$ cat config.mk
export PLATFORM = sky130hd
export DESIGN_NAME = branch_flush_controller_flat
export DESIGN_NICKNAME = d
export VERILOG_FILES = /design/src/rtl/branch_flush_if.sv /design/src/rtl/branch_flush_controller.sv /design/src/flat_wrapper.sv
export SDC_FILE = /design/constraint.sdc
export NUM_CORES = 1
export LEC_CHECK = 0
export CAP_MARGIN = 30
export CORE_ASPECT_RATIO = 0.5
export CORE_MARGIN = 2
export CORE_UTILIZATION = 42
export DETAILED_ROUTE_END_ITERATION = 8
export PLACE_DENSITY = 0.85
export SKIP_CTS_REPAIR_TIMING = 1
export SYNTH_ARGS = -nofsm -noshare
export SYNTH_HDL_FRONTEND = slang
export SYNTH_SLANG_ARGS = --single-unit
$ cat constraint.sdc
create_clock -name clk -period 2.3 [get_ports clk]
set_input_delay 0.345 -clock clk [delete_from_list [all_inputs] [get_ports clk]]
set_output_delay 0.345 -clock clk [all_outputs]
set_load 0.1 [all_outputs]
$ cat src/rtl/branch_flush_if.sv
// Bundle between the pipeline (ID/EX/fetch) and the branch flush controller.
// master = pipeline side, slave = branch_flush_controller.
interface branch_flush_if;
  logic        id_branch;
  logic [31:0] id_pc;
  logic        pred_taken;
  logic        stall;
  logic        ex_branch;
  logic [31:0] ex_pc;
  logic [31:0] ex_target;
  logic        ex_taken;
  logic        ex_pred_taken;
  logic        redirect;
  logic [31:0] redirect_pc;
  logic        flush;
  logic [31:0] br_count;
  logic [31:0] mp_count;

  modport master (
    output id_branch, id_pc, stall,
    output ex_branch, ex_pc, ex_target,
    output ex_taken, ex_pred_taken,
    input  pred_taken, redirect, redirect_pc,
    input  flush, br_count, mp_count
  );

  modport slave (
    input  id_branch, id_pc, stall,
    input  ex_branch, ex_pc, ex_target,
    input  ex_taken, ex_pred_taken,
    output pred_taken, redirect, redirect_pc,
    output flush, br_count, mp_count
  );
endinterface

$ cat src/rtl/branch_flush_controller.sv
// Branch resolution, PC redirect and IF/ID+ID/EX squash sequencing.
// Define BRANCH_PREDICT_EN to build the 2-bit-counter BHT; else static not-taken.
module branch_flush_controller #(
  parameter int BHT_ENTRIES  = 16,
  parameter int FLUSH_CYCLES = 2
) (
  input  logic clk,
  input  logic rst,
  branch_flush_if.slave bus
);
  localparam int IDX = $clog2(BHT_ENTRIES);
  localparam logic [1:0] SQ_INIT = 2'(FLUSH_CYCLES - 2);

  typedef enum logic [0:0] {RUN, SQUASH} state_t;

  state_t      state;
  logic [1:0]  sq_cnt;
  logic [31:0] br_q;
  logic [31:0] mp_q;
  logic        run;
  logic        resolve;
  logic        mispredict;
  logic [31:0] fix_pc;

  // rst gating keeps redirect/flush low while reset is held
  assign run        = (state == RUN) & ~rst;
  assign resolve    = bus.ex_branch & ~bus.stall & run;
  assign mispredict = resolve & (bus.ex_taken != bus.ex_pred_taken);
  assign fix_pc     = bus.ex_taken ? bus.ex_target
                                   : bus.ex_pc + 32'd4;

  assign bus.redirect    = mispredict;
  assign bus.redirect_pc = mispredict ? fix_pc : 32'd0;
  assign bus.flush       = mispredict | (state == SQUASH);
  assign bus.br_count    = br_q;
  assign bus.mp_count    = mp_q;

  always_ff @(posedge clk or posedge rst) begin
    if (rst) begin
      state  <= RUN;
      sq_cnt <= 2'd0;
    end else if (!bus.stall) begin
      case (state)
        RUN: begin
          if (mispredict && FLUSH_CYCLES > 1) begin
            state  <= SQUASH;
            sq_cnt <= SQ_INIT;
          end
        end
        SQUASH: begin
          if (sq_cnt == 2'd0) begin
            state <= RUN;
          end else begin
            sq_cnt <= sq_cnt - 2'd1;
          end
        end
        default: state <= RUN;
      endcase
    end
  end

  always_ff @(posedge clk or posedge rst) begin
    if (rst) begin
      br_q <= 32'd0;
      mp_q <= 32'd0;
    end else if (resolve) begin
      if (br_q != 32'hFFFF_FFFF) begin
        br_q <= br_q + 32'd1;
      end
      if (mispredict && mp_q != 32'hFFFF_FFFF) begin
        mp_q <= mp_q + 32'd1;
      end
    end
  end

`ifdef BRANCH_PREDICT_EN
  logic [1:0]     bht [BHT_ENTRIES];
  logic [IDX-1:0] rd_idx;
  logic [IDX-1:0] wr_idx;
  logic           unused_id;

  assign rd_idx    = bus.id_pc[IDX+1:2];
  assign wr_idx    = bus.ex_pc[IDX+1:2];
  assign unused_id = ^{bus.id_pc[31:IDX+2], bus.id_pc[1:0]};

  // read sees the pre-update counter on a same-index collision
  assign bus.pred_taken = bht[rd_idx][1] & bus.id_branch;

  always_ff @(posedge clk or posedge rst) begin
    if (rst) begin
      for (int i = 0; i < BHT_ENTRIES; i++) begin
        bht[i] <= 2'b01;
      end
    end else if (resolve) begin
      if (bus.ex_taken) begin
        if (bht[wr_idx] != 2'b11) begin
          bht[wr_idx] <= bht[wr_idx] + 2'b01;
        end
      end else begin
        if (bht[wr_idx] != 2'b00) begin
          bht[wr_idx] <= bht[wr_idx] - 2'b01;
        end
      end
    end
  end
`else
  logic unused_id;

  assign unused_id      = ^{bus.id_pc, bus.id_branch};
  assign bus.pred_taken = 1'b0;
`endif

endmodule

$ cat src/flat_wrapper.sv
// flat-port wrapper written by rule: the top's interface ports become plain ports
module branch_flush_controller_flat 
#(
  parameter int BHT_ENTRIES  = 16,
  parameter int FLUSH_CYCLES = 2
)
  (clk, rst, bus_id_branch, bus_id_pc, bus_stall, bus_ex_branch, bus_ex_pc, bus_ex_target, bus_ex_taken, bus_ex_pred_taken, bus_pred_taken, bus_redirect, bus_redirect_pc, bus_flush, bus_br_count, bus_mp_count);
  branch_flush_if bus_i ();
  input  logic clk;
  input  logic rst;
  input wire logic [$bits(bus_i.id_branch)-1:0] bus_id_branch;
  input wire logic [$bits(bus_i.id_pc)-1:0] bus_id_pc;
  input wire logic [$bits(bus_i.stall)-1:0] bus_stall;
  input wire logic [$bits(bus_i.ex_branch)-1:0] bus_ex_branch;
  input wire logic [$bits(bus_i.ex_pc)-1:0] bus_ex_pc;
  input wire logic [$bits(bus_i.ex_target)-1:0] bus_ex_target;
  input wire logic [$bits(bus_i.ex_taken)-1:0] bus_ex_taken;
  input wire logic [$bits(bus_i.ex_pred_taken)-1:0] bus_ex_pred_taken;
  output wire logic [$bits(bus_i.pred_taken)-1:0] bus_pred_taken;
  output wire logic [$bits(bus_i.redirect)-1:0] bus_redirect;
  output wire logic [$bits(bus_i.redirect_pc)-1:0] bus_redirect_pc;
  output wire logic [$bits(bus_i.flush)-1:0] bus_flush;
  output wire logic [$bits(bus_i.br_count)-1:0] bus_br_count;
  output wire logic [$bits(bus_i.mp_count)-1:0] bus_mp_count;
  assign bus_i.id_branch = bus_id_branch;
  assign bus_i.id_pc = bus_id_pc;
  assign bus_i.stall = bus_stall;
  assign bus_i.ex_branch = bus_ex_branch;
  assign bus_i.ex_pc = bus_ex_pc;
  assign bus_i.ex_target = bus_ex_target;
  assign bus_i.ex_taken = bus_ex_taken;
  assign bus_i.ex_pred_taken = bus_ex_pred_taken;
  assign bus_pred_taken = bus_i.pred_taken;
  assign bus_redirect = bus_i.redirect;
  assign bus_redirect_pc = bus_i.redirect_pc;
  assign bus_flush = bus_i.flush;
  assign bus_br_count = bus_i.br_count;
  assign bus_mp_count = bus_i.mp_count;
  branch_flush_controller #(.BHT_ENTRIES(BHT_ENTRIES), .FLUSH_CYCLES(FLUSH_CYCLES)) u_core (.clk(clk), .rst(rst), .bus(bus_i));
endmodule
Word-level counts from Yosys, hierarchy flattened
Cells that the tools add are included.

Logic and storage cells: 34. Register bits: 67.

Mux-type cells: 8. Add/subtract/negate cells: 4. Equal/unequal tests: 5. Bitwise gates (word level): 8. Reduce and logical (&&, ||, !) cells: 5.

Operators by type and width (count): adder 32 x 1 -> 32 bit (second input constant) (2); 2-to-1 mux 32 bit (2); inequality test 32 bit (second input constant) (2); adder 32 x 3 -> 32 bit (second input constant) (1); bitwise AND 1 bit (4); 2-to-1 mux 2 bit (2); one-hot mux 2 bit (2 select lines) (1); AND reduction 2 bit (2); NOT 1 bit (3); AND reduction 3 bit (1); logical NOT 2 bit (1); 2-to-1 mux 1 bit (2); inequality test 2 x 1 -> 1 bit (second input constant) (1); inequality test 2 bit (second input constant) (1); one-hot mux 1 bit (2 select lines) (1); subtractor 2 x 1 -> 2 bit (second input constant) (1); logical AND 1 bit (1); inequality test 1 bit (1); bitwise OR 1 bit (1).

Logic depth before layout (Yosys ltp)
Depth in word-level cells: 6. Gate-level depth with buffers: 8.

Worst setup path before layout
No wires, ideal clock.

Path type: in2out. Start: input bus_ex_taken. End: output bus_redirect_pc[20]. Slack: -1.806 ns. Buffers on the path: 2. Stages on the path: 7. Data arrival time: 3.761 ns. Cell sequence: clkbuf_1 xor2_1 nand2_1 clkinv_1 clkbuf_1 o21ai_0 a21oi_1.

Longest elaborated chain between the ends: 3. Elaborated cells on any way between the ends: 4. Those cells by class: 1 x eq/ne; 2 x mux; 1 x bitwise.

RTL lines: from (decl) (line flat_wrapper.sv:17) `input wire logic [$bits(bus_i.ex_taken)-1:0] bus_ex_taken;`; inequality test 1 bit (line branch_flush_controller.sv:28) `assign mispredict = resolve & (bus.ex_taken != bus.ex_pred_taken);`; bitwise AND 1 bit (line branch_flush_controller.sv:28); via bus_redirect (line flat_wrapper.sv:20) `output wire logic [$bits(bus_i.redirect)-1:0] bus_redirect;`; 2-to-1 mux 32 bit (line branch_flush_controller.sv:33) `assign bus.redirect_pc = mispredict ? fix_pc : 32'd0;`; to (decl) (line flat_wrapper.sv:21) `output wire logic [$bits(bus_i.redirect_pc)-1:0] bus_redirect_pc;`.

The timed path passes the listed nets, and every way through them passes these cells.

Worst setup path after layout
Start: input bus_ex_pc[16]. End: output bus_redirect_pc[28].

Longest elaborated chain between the ends: 3.

RTL lines: from (decl) (line flat_wrapper.sv:15) `input wire logic [$bits(bus_i.ex_pc)-1:0] bus_ex_pc;`; adder 32 x 3 -> 32 bit (line branch_flush_controller.sv:30) `: bus.ex_pc + 32'd4;`; 2-to-1 mux 32 bit (line branch_flush_controller.sv:29) `assign fix_pc = bus.ex_taken ? bus.ex_target`; 2-to-1 mux 32 bit (line branch_flush_controller.sv:33).

Every way passes these cells.

==> out/qor.txt <==
Status: finished, violations left
Failing checks: setup timing
Num Clock Sinks: 67
Pint: 2700 uW
Switching component of the power: 1740 uW
Inst Count DP: 825
Count of cell types in the netlist: 49
Slew Limit Fails: 0
Largest net degree at the start of global routing: 55
I/O pin cnt: 202
Switching share of total power: 39.1%
Vias after detailed routing: 4,721
GRT Resource Usage Total: 26.5%
Number of warnings printed during yosys synthesis: 0
Final weighted congestion of routability-driven global placement: 0.920
Pwr/cell area: 568 nW/um2
Smallest hold slack: 192 ps
Clock root cell: clkbuf_16
Port Buf Inserts: 167
Met3 routing resource usage after global routing: 6.08%
Layout area overhead: 79.9%
Fraction of registers with async set/reset: 100%
DIE HEIGHT: 75.9 um
Total half-perimeter wirelength after legalization and detailed placement: 10.9 mm
Path category of the worst min-delay check: in2async
DRC: 0
Die Outline Area: 11,200 um2
TritonCTS clock tree: done
Period Utilization, post-route: 103%
Via count of the first global-routing pass: 4,795
Count of non-filler cells in the finished layout: 850
Count of flip-flops with a built-in enable after synthesis: 0
Required @ worst endpoint: 1960 ps
Final-stage net count: 812
Filler cell count: 633
DRT antenna net count: 0
Dominant cell by count in the synthesized netlist: dfrtp_1
Buffers from clock root to sink, at most: 2
Critical Path Max Stage Delay: 280 ps
Mean post-synth cell area: 9.03 um2
Worst path slowest cell: nor4_4
Detailed-routing iteration count for the pre-antenna-repair pass: 5
Starting DRC count in detailed routing: 259
Data arrival time of the worst path: 2030 ps
Clock H-tree levels: 3
Worst-case setup slack after placement: -420 ps
Fin crit period: 2370 ps
Setup slack of the critical path after layout: -74.4 ps
Post-Synthesis Net Count: 588
Post-detailed-placement cell area: 7180 um2
Worst setup SP type: input port
Most utilized layer in the global route result: met2
Top post-synthesis cells by area: dfrtp_1 (39%), xnor2_1 (9.9%), xor2_1 (7.7%), nand3_1 (5.2%), nand4_1 (4.0%)
Clock slew at the register clock pins of the worst setup and hold paths: 50 ps
Clock latency at the later pin of the worst-skew pair: 340 ps
Cell taking the most area after synthesis: dfrtp_1
Met2 capacity usage during global routing: 47.0%
Most repeated library cell on the critical path: buf_4
Initial antenna violation count: 0
RSZ-0062 raised after global routing: yes
Logic depth of the worst register-to-register path: 6
Most instantiated cells after synthesis: dfrtp_1 (67), xnor2_1 (49), nand3_1 (45), xor2_1 (38), nand2_1 (35)
Total core area: 10,100 um2
Max-Cap Viols: 0
Remaining Overflow, GRT: 0
Combinational Power Share: 37.9%
Count of endpoints failing hold in the final timing report: 0
Count of state elements after synthesis: 67
First-pass GRT wire length: 23.9 mm
Number of rows created at floorplan: 26
Synth top area share: 38.6%
Fraction of final layout cells sized beyond drive strength 1: 45.2%
Critical path type: in2out
Kind of end point of the critical path: output port
N_diodes: 0
Starting utilization of the core area: 42.8%
Top fanout value on the critical path: 5
Worst IR Drop VDD: 0.000382 V
Ordered list of cells on the worst path: dlymetal6s2s_1 > nand3_2 > buf_4 > nor4_4 > buf_4 > nand4_1 > xor2_2 > a21oi_4 > buf_12
Floorplan die width: 148 um
Leakage power figure: 0.00341 uW
Main flop type after synthesis: dfrtp_1
Reg power frac: 31.6%
Vias per cell: 5.55
Layout Cell Area excl Fill: 7810 um2
RR Startpoint: u_core.state
Mapped Cells: 481
Number of CTS-inserted buffers: 9
Final wirelength: 15.8 mm
Top achievable clock speed: 421 MHz
Reg2reg end: u_core.bus.br_count[26]
Final number of setup-violating endpoints: 5
Clock network power share: 30.5%
Worst clock skew: 4.92 ps
Routed wire per std cell: 18.5 um
Sequential cell area fraction in the yosys report: 38.6%
R2R setup slack: 280 ps
GRT met1 Usage: 31.0%
Cell area after technology mapping: 4340 um2
## how the worst max path moves through the flow
stage	startpoint	end	slack [ps]	depth (start not counted)
6_report	bus_ex_pc[16]	bus_redirect_pc[28]	-70	9
5_1_grt	bus_ex_pc[3]	bus_redirect_pc[31]	-130	7
4_1_cts	bus_ex_pc[2]	bus_redirect_pc[23]	-420	7
3_5_place_dp	bus_ex_pc[2]	bus_redirect_pc[23]	-420	7
3_3_place_gp	bus_ex_pc[2]	bus_redirect_pc[31]	-380	7
2_1_floorplan	bus_ex_pc[3]	bus_redirect_pc[31]	-9	5
## layout make-up
class,count,area [um2],share of cell area (%)
clock inverter,5,52.6,0.673
sequential,67,1730,22.2
inverter,9,38.8,0.496
timing repair buffer,235,2540,32.6
clock buffer,11,243,3.11
tap,140,175,2.24
multi-input combinational,383,3030,38.8
## worst max-delay path, delay by kind of cell
family	cells	cell delay (ps)
AO/OA/AOI/OAI	1	190
XOR/XNOR	1	250
buffers and inverters	4	690
AND/OR/NAND/NOR	3	560
## layer usage
metal	wire length, um	up-vias
met5	0	-
met4	623	0
met3	768	58
met2	8000	191
met1	6370	2287
li1	-	2185
## stage by stage
step                      utilization (%)  total power, uW  setup TNS (ps)
after floorplan                         -             2460           -8.55
after CTS                            73.6             4390           -6970
final                                77.0             4440            -188
after global placement               70.7             2990           -5430
after global routing                 77.0             4600            -938
after detailed placement             70.7             3040           -7110
## placed cells by master (no fill, tap or decap), types with 11 or more instances in the layout
cell type	count
and3_1	20
clkbuf_16	11
buf_12	41
buf_6	12
o21ai_2	13
nand4_1	28
dfrtp_2	44
clkdlybuf4s50_1	42
nand3_1	41
nor3_1	17
xor2_1	37
xnor2_1	46
a21oi_4	20
nor2_1	20
buf_4	122
nand2_1	34
dfrtp_1	23
dlymetal6s2s_1	15
## cell families (layout without fill, tap and decap cells)
group                    count (synthesis)  after routing  synth area share (%)
AO/OA/AOI/OAI                           60             60                  7.78
multiplexers                             8              8                  1.90
XOR/XNOR                                87             87                  17.5
other                                    1              1                0.0863
flip-flops                              67             67                  38.6
adder cells (fa/ha/maj)                  4              4                  1.15
buffers and inverters                   31            260                  3.20
AND/OR/NAND/NOR                        223            223                  29.8
## registers in the layout, indices dropped and copies added, names as in the netlist
signal	count
u_core.bus.br_count	32
u_core.bus.mp_count	32
u_core.sq_cnt	2
u_core.state	1
## power groups by stage
stage / combinational [uW] / sequential [uW] / clock (uW)
4_1_cts: 1620 / 1410 / 1360
3_5_place_dp: 1610 / 1430 / 0
6_report: 1680 / 1400 / 1350
3_3_place_gp: 1570 / 1410 / 0
2_1_floorplan: 572 / 1890 / 0
5_1_grt: 1750 / 1420 / 1420
Power figures use the tool's default switching activity.
